<file path="src/rtl/ripple_pkg.sv">
// Shared definitions for the ripple_cls8 subtractor: datapath widths and
// the sequencing FSM state encoding.
package ripple_pkg;

  localparam int DATA_W  = 8;
  localparam int GROUP_W = 4;

  typedef enum logic [1:0] {
    IDLE = 2'd0,
    LO   = 2'd1,
    HI   = 2'd2,
    DONE = 2'd3
  } state_t;

endpackage

</file>
<file path="src/rtl/ripple_cls8_cla4.sv">
// cla4: 4-bit carry-lookahead adder built from per-bit generate/propagate
// terms. All carries are formed directly from c_in, so there is no ripple
// inside the group.
module cla4
  import ripple_pkg::*;
(
  input  logic [GROUP_W-1:0] a,
  input  logic [GROUP_W-1:0] b,
  input  logic               c_in,
  output logic [GROUP_W-1:0] sum,
  output logic               c_out
);

  logic [GROUP_W-1:0] g;
  logic [GROUP_W-1:0] p;
  logic [GROUP_W:0]   c;

  // Expanded lookahead equations for every carry, then sum = p ^ carry-in
  always_comb begin
    g    = a & b;
    p    = a ^ b;
    c[0] = c_in;
    c[1] = g[0] | (p[0] & c_in);
    c[2] = g[1] | (p[1] & g[0]) | (p[1] & p[0] & c_in);
    c[3] = g[2] | (p[2] & g[1]) | (p[2] & p[1] & g[0])
         | (p[2] & p[1] & p[0] & c_in);
    c[4] = g[3] | (p[3] & g[2]) | (p[3] & p[2] & g[1])
         | (p[3] & p[2] & p[1] & g[0]) | (p[3] & p[2] & p[1] & p[0] & c_in);
    sum   = p ^ c[GROUP_W-1:0];
    c_out = c[GROUP_W];
  end

endmodule

</file>
<file path="src/rtl/ripple_cls8.sv">
// ripple_cls8: 8-bit subtractor computing A - B - b_in as A + ~B + ~b_in.
// A single cla4 group is reused: the low nibble is added in LO, the high
// nibble (with the registered inter-group carry) in HI, and the result is
// published in DONE. The requester holds en until it has consumed the result.
// Optional feature macro: RIPPLE_CLS8_OVF_EN adds the registered signed
// overflow output ovf.
module ripple_cls8
  import ripple_pkg::*;
(
  input  logic              clk,
  input  logic              reset,
  input  logic              en,
  input  logic [DATA_W-1:0] A,
  input  logic [DATA_W-1:0] B,
  input  logic              b_in,
  output logic [DATA_W-1:0] Output,
  output logic              b_out,
  output logic              ready
`ifdef RIPPLE_CLS8_OVF_EN
  ,
  output logic              ovf
`endif
);

  state_t state_q, state_d;

  logic [DATA_W-1:0]  a_q, a_d;
  logic [DATA_W-1:0]  b_q, b_d;
  logic               bin_q, bin_d;
  logic [GROUP_W-1:0] lo_sum_q, lo_sum_d;
  logic               carry_q, carry_d;
  logic [DATA_W-1:0]  out_q, out_d;
  logic               bout_q, bout_d;

  logic [GROUP_W-1:0] cla_a;
  logic [GROUP_W-1:0] cla_b;
  logic               cla_cin;
  logic [GROUP_W-1:0] cla_sum;
  logic               cla_cout;

`ifdef RIPPLE_CLS8_OVF_EN
  logic ovf_q, ovf_d;
  logic [DATA_W-1:0] diff_full;
`endif

  // State register; reset parks the sequencer in IDLE immediately
  always_ff @(posedge clk or posedge reset) begin
    if (reset) state_q <= IDLE;
    else       state_q <= state_d;
  end

  // Next-state logic: dropping en aborts from any busy state back to IDLE
  always_comb begin
    state_d = state_q;
    case (state_q)
      IDLE:    state_d = en ? LO   : IDLE;
      LO:      state_d = en ? HI   : IDLE;
      HI:      state_d = en ? DONE : IDLE;
      DONE:    state_d = en ? DONE : IDLE;
      default: state_d = IDLE;
    endcase
  end

  // FSM outputs: the result is valid exactly while parked in DONE
  always_comb begin
    ready = (state_q == DONE);
  end

  // Operand steering for the shared adder: high nibble with the saved carry
  // in HI, otherwise the low nibble with the inverted borrow as carry-in
  always_comb begin
    if (state_q == HI) begin
      cla_a   = a_q[DATA_W-1:GROUP_W];
      cla_b   = ~b_q[DATA_W-1:GROUP_W];
      cla_cin = carry_q;
    end else begin
      cla_a   = a_q[GROUP_W-1:0];
      cla_b   = ~b_q[GROUP_W-1:0];
      cla_cin = ~bin_q;
    end
  end

  cla4 u_cla4 (
    .a     (cla_a),
    .b     (cla_b),
    .c_in  (cla_cin),
    .sum   (cla_sum),
    .c_out (cla_cout)
  );

`ifdef RIPPLE_CLS8_OVF_EN
  // Full difference as it will appear on Output, used for the sign check
  always_comb begin
    diff_full = {cla_sum, lo_sum_q};
  end
`endif

  // Datapath next values: capture in IDLE, low half in LO, publish in HI;
  // everything else holds so an abort leaves the last result visible
  always_comb begin
    a_d      = a_q;
    b_d      = b_q;
    bin_d    = bin_q;
    lo_sum_d = lo_sum_q;
    carry_d  = carry_q;
    out_d    = out_q;
    bout_d   = bout_q;
`ifdef RIPPLE_CLS8_OVF_EN
    ovf_d    = ovf_q;
`endif
    if (en) begin
      case (state_q)
        IDLE: begin
          a_d   = A;
          b_d   = B;
          bin_d = b_in;
        end
        LO: begin
          lo_sum_d = cla_sum;
          carry_d  = cla_cout;
        end
        HI: begin
          out_d  = {cla_sum, lo_sum_q};
          bout_d = ~cla_cout;
`ifdef RIPPLE_CLS8_OVF_EN
          ovf_d  = (a_q[DATA_W-1] != b_q[DATA_W-1]) &&
                   (diff_full[DATA_W-1] != a_q[DATA_W-1]);
`endif
        end
        default: ;
      endcase
    end
  end

  // Datapath registers; reset clears operands and the published result
  always_ff @(posedge clk or posedge reset) begin
    if (reset) begin
      a_q      <= '0;
      b_q      <= '0;
      bin_q    <= 1'b0;
      lo_sum_q <= '0;
      carry_q  <= 1'b0;
      out_q    <= '0;
      bout_q   <= 1'b0;
`ifdef RIPPLE_CLS8_OVF_EN
      ovf_q    <= 1'b0;
`endif
    end else begin
      a_q      <= a_d;
      b_q      <= b_d;
      bin_q    <= bin_d;
      lo_sum_q <= lo_sum_d;
      carry_q  <= carry_d;
      out_q    <= out_d;
      bout_q   <= bout_d;
`ifdef RIPPLE_CLS8_OVF_EN
      ovf_q    <= ovf_d;
`endif
    end
  end

  // Drive the registered results onto the ports
  always_comb begin
    Output = out_q;
    b_out  = bout_q;
`ifdef RIPPLE_CLS8_OVF_EN
    ovf    = ovf_q;
`endif
  end

endmodule

</file>
<file path="config.mk">
export PLATFORM = sky130hd
export DESIGN_NAME = ripple_cls8
export DESIGN_NICKNAME = d
export VERILOG_FILES = /design/src/rtl/ripple_pkg.sv /design/src/rtl/ripple_cls8_cla4.sv /design/src/rtl/ripple_cls8.sv
export SDC_FILE = /design/constraint.sdc
export NUM_CORES = 1
export LEC_CHECK = 0
export CORE_MARGIN = 2
export CORE_UTILIZATION = 29
export DETAILED_ROUTE_END_ITERATION = 7
export GPL_TIMING_DRIVEN = 0
export SLEW_MARGIN = 20
export SYNTH_ARGS = -nofsm -noshare
export SYNTH_HDL_FRONTEND = slang
export SYNTH_SLANG_ARGS = --single-unit
</file>
<file path="constraint.sdc">
create_clock -name clk -period 3.5 [get_ports clk]
set_input_delay 0.35 -clock clk [delete_from_list [all_inputs] [get_ports clk]]
set_output_delay 0.35 -clock clk [all_outputs]
set_load 0.1 [all_outputs]
</file>
==> results of run 1 <==
[cell families (layout without fill, tap and decap cells)]
kind of cell	Yosys count	count (layout)
flip-flops	33	33
AND/OR/NAND/NOR	30	30
multiplexers	27	27
AO/OA/AOI/OAI	22	22
buffers and inverters	11	46
adder cells (fa/ha/maj)	6	6
XOR/XNOR	1	1
[metrics by stage]
stage,setup WS [ns],instances
3_3_place_gp,0.975,230
4_1_cts,0.945,237
2_1_floorplan,1.23,130
3_5_place_dp,0.958,230
5_1_grt,0.816,237
6_report,0.980,237
[layout by cell type, fill, tap and decap left out, types with 2 or more instances in the layout]
cell	Yosys	layout
mux2_2	21	21
nand2_1	17	17
a21o_1	3	3
o31a_1	2	2
clkdlybuf4s50_1	0	28
nand3_1	2	2
nor3b_2	2	2
a21oi_1	2	2
clkbuf_8	0	6
buf_2	2	2
a31oi_1	2	2
o21ai_0	4	4
buf_6	2	2
o31ai_1	3	3
dfrtp_1	33	33
inv_1	5	4
mux2i_1	6	6
clkbuf_1	1	2
and2_1	2	2
ha_1	5	5
nor2_1	2	2
[flip-flops by register name (all words and copies together), names as in the netlist]
signal and count:
bin_q 1, carry_q 1, Output 8, b_q 8, b_out 1, state_q 2, lo_sum_q 4, a_q 8
[cell type report]
class | count | area [um^2] | area share
multi-input cells | 86 | 709 | 0.345
clock buffers | 7 | 86.3 | 0.0420
well taps | 72 | 90.1 | 0.0438
flip-flops and latches | 33 | 826 | 0.402
inverters | 5 | 18.8 | 0.00914
plain buffers | 6 | 43.8 | 0.0213
repair buffers | 28 | 280 | 0.136
[layer usage]
metal | global-route usage | share of wire
met4 | 0.0368 | 0.019
met1 | 0.128 | 0.48
met2 | 0.156 | 0.44
met5 | 0 | 0
met3 | 0.0402 | 0.058
[power by group]
| part | switching [W] | total (W) | internal, W |
|---|---|---|---|
| clock | 0.000126 | 0.000282 | 0.000156 |
| combinational | 0.000570 | 0.000839 | 0.000270 |
| sequential | 0.0000640 | 0.000568 | 0.000504 |
[final timing paths]
path,end,slack [ns],depth (start not counted)
max,b_out$_DFFE_PP0P_,0.98,8
min,Output[7]$_DFFE_PP0P_,0.34,2
max reg2reg,b_out$_DFFE_PP0P_,0.98,8
min reg2reg,Output[5]$_DFFE_PP0P_,0.48,2
max in group asynchronous,b_q[1]$_DFFE_PP0P_,2.55,2
min in group asynchronous,b_q[4]$_DFFE_PP0P_,0.50,2
==> impl_results.md, run 1 <==
- Data required time at the worst endpoint: 3.67 ns
- Number of violations reported at the end of detailed-routing iteration 0: 31
- TNS Setup: 0 ns
- Slew Limit Headroom: 0.351
- Top post-synthesis cells by count: dfrtp_1, mux2_2, nand2_1
- Number of hold buffers added after CTS: 0
- Highest fanout seen on the critical path: 10
- Worst slack on hold paths: between 0.3 and 0.4 ns
- Final wirelength: around 2.8 mm
- Number of vias per cell: about 4.5
- Worst setup path startpoint: state_q[1]$_DFF_PP0_
- Portion of the clock cycle consumed by the worst path in the final layout: 0.720
- Power per standard cell area: just over 800 nW/um^2
- Clock-pin slew of the registers on the worst-case setup and hold paths: 0.06 ns
- Avg WL per Cell: approximately 12 um
- Shortest clock period the worst path allows after layout: 2.52 ns
- Layout-stage area growth over the synthesis result: 28.6%
- Floorplan die area: around 6100 um^2
- Final number of setup-violating endpoints: 0
- Status: finished, final reports clean
- Number of buffer and inverter instances along the worst setup path: 1
- GP Congestion: 0.744
- Global route overflow: 0
- Delay of the slowest critical-path stage: approximately 0.49 ns
- Number of enable flip-flop cells after synthesis: 0
- Final #Nets: approximately 190
- Data arrival time of the worst path: approximately 2.7 ns
- Fillers: about 570
- Antenna violations before repair: 0
- Share of post-route cells with drive strength above 1: 0.230
- Placed Area: between 1500 and 2000 um^2
- CTS root buf: clkbuf_8
- Number of instances in the synthesized netlist: 130
- Overall power of the completed layout: roughly 0.0017 W
- Synthesized area per cell: about 12 um^2
- Post-Synth XOR/XNOR Area: 0.00548
- Worst-Margin Slew: 0.970 ns
- First-pass GRT wire length: 4.84 mm
- Most common flop cell mapped by yosys: dfrtp_1
- Vias: about 1100
- TritonCTS clock tree: built
- Rows: 27
- Leading cell type by number of instances after synthesis: dfrtp_1
- Adder-Cell Fraction of Synth Area: 0.0517
- Die outline height: 78.2 um
- Leakage dissipation: between 0.8 and 0.9 nW
- CTS Sinks: 33
- Mapped cell area: roughly 1600 um^2
- Setup repair after global routing missed its margin: no
- DIE WIDTH: around 80 um
- Achievable clock frequency: roughly 400 MHz
- Resized Gates After CTS: 0
- Number of antenna cells inserted: 0
- Element type at the critical path start: register
- Detail Route Antenna Nets: 0
- Most area-hungry cell type in the Yosys netlist: dfrtp_1
- Worst clock skew: 0.00275 ns
- Synth Area in Compound Gates: 0.101
- Fraction of synthesized cell area taken by the top area cell type: 0.517
- Async set-or-reset flop fraction in the synthesized netlist: 1.00
- Main combinational cell family by area after synthesis: multiplexers
- Detailed-routing iteration count for the pre-antenna-repair pass: 3
- Hold violation total from the final report: 0
- # DRC: 0
- Number of warnings reported in the yosys synthesis log: 0
- Ordered list of cells on the worst path: nor2b_1 -> buf_2 -> mux2i_1 -> ha_1 -> nand2_1 -> a2111o_1 -> and2_4 -> o31a_1
- Inserted Clock Buffers: 5
- Maximum resistive drop on vdd: 0.240 mV
- Total nets after synthesis: 156
- Maximum clock path buffer count: 2
- Final core utilization: 0.380
- Area share of and/or/nand/nor cells after synthesis: 0.100
- Port bufs: 28
- Library cells used by synthesis: 33
- Initial cell density of the core: 0.296
- All-Layer GR Usage: 0.101
- Post-synthesis register bit count: 33
- Crit Path Category: reg -> reg
- Cell types with the largest area share after synthesis: dfrtp_1, mux2_2, nand2_1
- Core region area: approximately 5400 um^2
- Slowest library cell on the worst path: dfrtp_1
- Type of destination of the critical path: register
- Top Family by Delay on Critical Path: compound AO/OA/AOI/OAI gates
- HPWL after DPL: ~2.1 mm
- Number of global-route vias before repair: approximately 1100
- Multiplexer area fraction after synthesis: 0.186
- Pin count of the biggest net entering global routing: 34
- I/O pin count: 30
- Min-delay src: en
- Number of setup buffers added after CTS: 0
- Worst min-delay path category: in -> reg
- Final std cell area, no fill: just over 2000 um^2
- Pins over their slew limit: 0
- Reg-to-reg critical path startpoint: state_q[1]$_DFF_PP0_
- Maximum Capacitance Violations: 0
- Latest clock arrival within the worst-skew pair: 0.28 ns
- H-tree levels: 2
- Sequential cell area fraction in the yosys report: 0.517
(Power assumes the default switching activity.)
==> run 2: changes to the inputs <==
- clock period: 3.5 -> 2.53 ns (I/O delays scaled with it)
==> run 2 against run 1 <==
Setup slack got worse by 0.85 ns. Non-clock buffer count unchanged. Combinational power is 39% higher. Via count is 0.38% higher. Wire length is 0.53% higher. Die area unchanged. Largest cell class unchanged. First-iteration DRC count fell by 6.5%. Critical path depth grew 1. Worst hold slack lost 0.097 ns.
==> impl_results.md, run 2 (same netlist as run 1, synthesis figures left out) <==
- Commonest cells after routing, fill and taps aside: dfrtp_1, clkdlybuf4s50_1, mux2_2 (unchanged)
- Clock power share: 0.167 (about the same)
- Die outline height: 78.2 um (unchanged)
- Maximum resistive drop on vdd: 0.333 mV (was 0.240 mV)
- GP Congestion: 0.744 (unchanged)
- Type of destination of the critical path: register (unchanged)
- Port bufs: 28 (unchanged)
- Power per standard cell area: 1140 nW/um^2 (was 822 nW/um^2)
- Core region area: 5410 um^2 (unchanged)
- Delay of the slowest critical-path stage: 0.43 ns (was 0.49 ns)
- All-Layer GR Usage: 0.101 (unchanged)
- Final number of setup-violating endpoints: 0 (unchanged)
- Hold violation total from the final report: 0 (unchanged)
- Antenna violations before repair: 0 (unchanged)
- Logic pwr share: 0.497 (about the same)
- Worst slack on hold paths: 0.246 ns (was 0.343 ns)
- Slowest library cell on the worst path: a2111o_1 (was dfrtp_1)
- Number of hold buffers added after CTS: 0 (unchanged)
- Share of post-route cells with drive strength above 1: 0.248 (was 0.230)
- Worst min-delay path category: in -> reg (unchanged)
- Ordered list of cells on the worst path: buf_6 -> nor2b_1 -> buf_4 -> mux2i_1 -> ha_1 -> nand2_1 -> a2111o_1 -> and2_4 -> o31a_1 (was nor2b_1 -> buf_2 -> mux2i_1 -> ha_1 -> nand2_1 -> a2111o_1 -> and2_4 -> o31a_1)
- Pins over their slew limit: 0 (unchanged)
- Number of global-route vias before repair: 1059 (unchanged)
- Layout-stage area growth over the synthesis result: 29.3% (was 28.6%)
- # DRC: 0 (unchanged)
- Clock-pin slew of the registers on the worst-case setup and hold paths: 0.06 ns (about the same)
- Fillers: 568 (was 567)
- Vias: 1062 (was 1058)
- P_int: 0.00129 W (was 0.000929 W)
- Number of antenna cells inserted: 0 (unchanged)
- Worst-Margin Slew: 0.970 ns (unchanged)
- Most frequent standard cell in the layout excluding fill and tap cells: dfrtp_1 (unchanged)
- Achievable clock frequency: 417 MHz (was 397 MHz)
- HPWL after DPL: 2.13 mm (unchanged)
- Avg WL per Cell: 12.0 um (about the same)
- Shortest clock period the worst path allows after layout: 2.40 ns (was 2.52 ns)
- TritonCTS clock tree: built (unchanged)
- Data arrival time of the worst path: 2.56 ns (was 2.69 ns)
- Detailed-routing iteration count for the pre-antenna-repair pass: 3 (unchanged)
- I/O pin count: 30 (unchanged)
- Floorplan die area: 6120 um^2 (unchanged)
- Portion of the clock cycle consumed by the worst path in the final layout: 0.947 (was 0.720)
- Status: finished, final reports clean (unchanged)
- Worst clock skew: 0.00168 ns (was 0.00275 ns)
- Setup repair after global routing missed its margin: no (unchanged)
- Slew Limit Headroom: 0.351 (unchanged)
- Element type at the critical path start: register (unchanged)
- Pin count of the biggest net entering global routing: 34 (unchanged)
- CTS Sinks: 33 (unchanged)
- Switching power summed over all nets: 0.00106 W (was 0.000760 W)
- Highest fanout seen on the critical path: 10 (unchanged)
- Latest clock arrival within the worst-skew pair: 0.28 ns (about the same)
- CTS root buf: clkbuf_8 (unchanged)
- Initial cell density of the core: 0.296 (unchanged)
- Final core utilization: 0.382 (was 0.380)
- First-pass GRT wire length: 4.84 mm (unchanged)
- Depth of the most critical reg-to-reg path: 9 (was 8)
- Depth of the worst hold-timing path: 2 (unchanged)
- Fraction of power spent switching nets: 0.450 (about the same)
- Leakage dissipation: 0.891 nW (was 0.896 nW)
- Maximum Capacitance Violations: 0 (unchanged)
- Global route overflow: 0 (unchanged)
- Final #Nets: 191 (unchanged)
- DIE WIDTH: 78.2 um (unchanged)
- Final wirelength: 2.85 mm (was 2.83 mm)
- Number of setup buffers added after CTS: 0 (unchanged)
- Data required time at the worst endpoint: 2.70 ns (was 3.67 ns)
- Detail Route Antenna Nets: 0 (unchanged)
- Crit Path Category: reg -> reg (unchanged)
- Rows: 27 (unchanged)
- Number of vias per cell: 4.48 (was 4.46)
- H-tree levels: 2 (unchanged)
- Inserted Clock Buffers: 5 (unchanged)
- Maximum clock path buffer count: 2 (unchanged)
- Flop pwr share: 0.336 (about the same)
- Number of violations reported at the end of detailed-routing iteration 0: 29 (was 31)
[run 2: cell counts in the layout (fill, tap and decap cells not counted)]
No cell type changed its count.
[run 2: routing by layer]
layer	vias to the layer above	wire length, um	GRT usage
met4	0	53	0.0368
met1	503	1350	0.128
met3	6	161	0.0402
met2	25	1290	0.156
met5	-	0	0
li1	528	-	-
[run 2: worst paths after layout]
| check | from | end | slack (ns) |
|---|---|---|---|
| min in group asynchronous | reset | Output[6]$_DFFE_PP0P_ | 0.40 |
| max | state_q[0]$_DFF_PP0_ | b_out$_DFFE_PP0P_ | 0.13 |
| min | en | Output[7]$_DFFE_PP0P_ | 0.25 |
| max reg2reg | state_q[0]$_DFF_PP0_ | b_out$_DFFE_PP0P_ | 0.13 |
| max in group asynchronous | reset | state_q[1]$_DFF_PP0_ | 1.64 |
| min reg2reg | lo_sum_q[2]$_DFFE_PP0P_ | lo_sum_q[2]$_DFFE_PP0P_ | 0.48 |
[run 2: critical path: cells and delay by family (launching register included)]
kind,cells,cell delay (ns)
AO/OA/AOI/OAI,2,0.66
adder cells (fa/ha/maj),1,0.36
buffers and inverters,2,0.37
flip-flops,1,0.37
multiplexers,1,0.10
AND/OR/NAND/NOR,3,0.43
[run 2: power by group through the flow]
| stage | logic (W) | clock network, W | registers [W] |
|---|---|---|---|
| global placement | 0.00116 | 0 | 0.000796 |
| CTS | 0.00117 | 0.000409 | 0.000791 |
| floorplan | 0.000404 | 0 | 0.00129 |
| detailed placement | 0.00117 | 0 | 0.000801 |
| global route | 0.00124 | 0.000436 | 0.000815 |
| finish | 0.00117 | 0.000391 | 0.000789 |
[run 2: stage by stage]
| step | power (W) | setup TNS (ns) | setup WS [ns] | area [um^2] | instances |
|---|---|---|---|---|---|
| after floorplan | 0.00169 | 0 | 0.261 | 1600 | 130 |
| after global placement | 0.00196 | 0 | 0.00457 | 1970 | 230 |
| after detailed placement | 0.00197 | -0.0117 | -0.0117 | 1970 | 230 |
| after CTS | 0.00237 | 0 | 0.0584 | 2060 | 237 |
| after global routing | 0.00249 | 0 | 0.0328 | 2070 | 237 |
| final | 0.00235 | 0 | 0.133 | 2070 | 237 |
[run 2: final cells by class]
cell class | instances | area [um^2] | area share
clock buffer | 7 | 86.3 | 0.0418
sequential | 33 | 827 | 0.400
timing repair buffer | 28 | 280 | 0.136
inverter | 5 | 18.8 | 0.00909
multi-input combinational | 86 | 717 | 0.347
tap | 72 | 90.1 | 0.0436
buffer | 6 | 46.3 | 0.0224
[run 2: repair_timing]
item | CTS | global route
cloned | 0 | 0
gates resized for setup | 1 | 3
setup endpoints to repair | 1 | 6
==> run 3: changes to the inputs <==
- CAP_MARGIN: not set -> 40
- SETUP_SLACK_MARGIN: not set -> 0.02
==> run 3 against run 2 <==
Non-clock buffer count rose by 10. Critical path type unchanged. Combinational power rose by 20%. Register-to-register slack barely moved. Utilization rose by 2.8 points. Sequential cell count did not move. Global-route usage rose by 0.28 points. Clock skew rose by 0.00076 ns. Clock power barely moved. Design area rose by 7.5%.
==> impl_results.md, run 3 (same netlist as run 1, synthesis figures left out) <==
- Highest routed layer: met4 (unchanged)
- Core region area: 5410 um^2 (unchanged)
- Worst clock skew: 0.00244 ns (was 0.00168 ns)
- Hold violation total from the final report: 0 (unchanged)
- Data arrival time of the worst path: 2.55 ns (was 2.56 ns)
- Share of post-route cells with drive strength above 1: 0.291 (was 0.248)
- Maximum clock path buffer count: 2 (unchanged)
- Final wirelength: 2.87 mm (was 2.85 mm)
- Crit Path Category: reg -> reg (unchanged)
- Antenna violations before repair: 0 (unchanged)
- Setup repair after global routing missed its margin: no (unchanged)
- Power per standard cell area: 1160 nW/um^2 (was 1140 nW/um^2)
- Overall power of the completed layout: 0.00257 W (was 0.00235 W)
- Port bufs: 28 (unchanged)
- Final Worst Setup Slack: 0.140 ns (was 0.133 ns)
- I/O pin count: 30 (unchanged)
- Status: finished, final reports clean (unchanged)
- Final number of setup-violating endpoints: 0 (unchanged)
- Leakage dissipation: 0.966 nW (was 0.891 nW)
- Detailed-route wire length on metal 1: 1.38 mm (was 1.35 mm)
- Maximum Capacitance Violations: 0 (unchanged)
- CTS root buf: clkbuf_8 (unchanged)
- Setup WS pre-CTS: -0.00504 ns (was -0.0117 ns)
- Number of setup buffers added after CTS: 0 (unchanged)
- Pin count of the biggest net entering global routing: 34 (unchanged)
- Number of hold buffers added after CTS: 0 (unchanged)
- Inserted Clock Buffers: 5 (unchanged)
- First-pass GRT wire length: 4.97 mm (was 4.84 mm)
- Die outline height: 78.2 um (unchanged)
- TritonCTS clock tree: built (unchanged)
- Vias: 1103 (was 1062)
- Avg WL per Cell: 11.6 um (was 12.0 um)
- Shortest clock period the worst path allows after layout: 2.39 ns (was 2.40 ns)
- Achievable clock frequency: 418 MHz (was 417 MHz)
- Highest fanout seen on the critical path: 10 (unchanged)
- Commonest cells after routing, fill and taps aside: dfrtp_1, clkdlybuf4s50_1, mux2_2 (unchanged)
- Final core utilization: 0.411 (was 0.382)
- Post-Layout Cell Count: 247 (was 237)
- All-Layer GR Usage: 0.104 (was 0.101)
- Final std cell area, no fill: 2220 um^2 (was 2070 um^2)
- Clock-pin slew of the registers on the worst-case setup and hold paths: 0.06 ns (about the same)
- # DRC: 0 (unchanged)
- Type of destination of the critical path: register (unchanged)
- Met3 wire len: 125 um (was 161 um)
- H-tree levels: 2 (unchanged)
- Number of global-route vias before repair: 1113 (was 1059)
- DIE WIDTH: 78.2 um (unchanged)
- Floorplan die area: 6120 um^2 (unchanged)
- GP Congestion: 0.744 (unchanged)
- Cell count after placement: 240 (was 230)
- Worst min-delay path category: in -> reg (unchanged)
- Worst-Margin Slew: 0.692 ns (was 0.970 ns)
- Met2 wire length: 1.31 mm (was 1.29 mm)
- Number of violations reported at the end of detailed-routing iteration 0: 25 (was 29)
- Layout-stage area growth over the synthesis result: 38.9% (was 29.3%)
- CTS Sinks: 33 (unchanged)
- Detail Route Antenna Nets: 0 (unchanged)
- Most frequent standard cell in the layout excluding fill and tap cells: dfrtp_1 (unchanged)
- Portion of the clock cycle consumed by the worst path in the final layout: 0.945 (was 0.947)
- Latest clock arrival within the worst-skew pair: 0.28 ns (about the same)
- Global route overflow: 0 (unchanged)
- Pins over their slew limit: 0 (unchanged)
- Register-to-Register Setup Slack: 0.14 ns (was 0.13 ns)
- Data required time at the worst endpoint: 2.69 ns (was 2.70 ns)
- Number of antenna cells inserted: 0 (unchanged)
- Element type at the critical path start: register (unchanged)
- Maximum resistive drop on vdd: 0.403 mV (was 0.333 mV)
- HPWL after DPL: 2.16 mm (was 2.13 mm)
- Placed Area: 2120 um^2 (was 1970 um^2)
- Rows: 27 (unchanged)
- Initial cell density of the core: 0.296 (unchanged)
- Number of vias per cell: 4.47 (was 4.48)
- Detailed-routing iteration count for the pre-antenna-repair pass: 4 (was 3)
- Final #Nets: 201 (was 191)
- Slew Limit Headroom: 0.539 (was 0.351)
==> run 3: repair_timing <==
action / in CTS / in global routing
endpoints found under the hold margin: 0 / 0
endpoints found under the setup margin: 2 / 6
gates resized for setup: 1 / 4
==> run 3: layer usage <==
layer,up-vias,global-route usage
met5,-,0
met3,5,0.0345
met4,0,0.0368
met1,522,0.131
met2,27,0.166
li1,549,-
==> run 3: cell type report <==
type	instances	area (um^2)
Inverter	5	18.8
Buffer	6	50.0
Fill cell	558	3190
Sequential cell	33	827
Multi-Input combinational cell	86	717
Clock buffer	7	86.3
Timing Repair Buffer	38	430
Tap cell	72	90.1
==> run 3: power breakdown <==
part           leakage [nW]  internal [W]  switching [W]
Combinational         0.531      0.000566       0.000829
Clock                0.0443      0.000215       0.000173
Sequential            0.391      0.000697      0.0000901
Total                 0.966       0.00148        0.00109
==> run 3: final timing paths <==
check	start	depth (start not counted)	end
max	state_q[0]$_DFF_PP0_	9	b_out$_DFFE_PP0P_
min reg2reg	lo_sum_q[2]$_DFFE_PP0P_	2	lo_sum_q[2]$_DFFE_PP0P_
min in group asynchronous	reset	2	Output[2]$_DFFE_PP0P_
max in group asynchronous	reset	2	state_q[1]$_DFF_PP0_
min	en	2	Output[7]$_DFFE_PP0P_
max reg2reg	state_q[0]$_DFF_PP0_	9	b_out$_DFFE_PP0P_
==> run 3: worst max-delay path, cell delays in order (launching register included) <==
cell and delay, ns:
dfrtp_1 0.37, buf_6 0.14, nor2b_1 0.22, buf_6 0.20, mux2i_1 0.09, ha_1 0.35, nand2_1 0.09, a2111o_1 0.43
and2_4 0.16, o31a_1 0.23
==> run 3: per-stage QoR <==
step	TNS [ns]	hold slack (ns)
finish	0	0.247
global route	0	0.255
CTS	0	0.242
detailed placement	-0.00504	0.475
global placement	0	0.465
floorplan	0	0.382
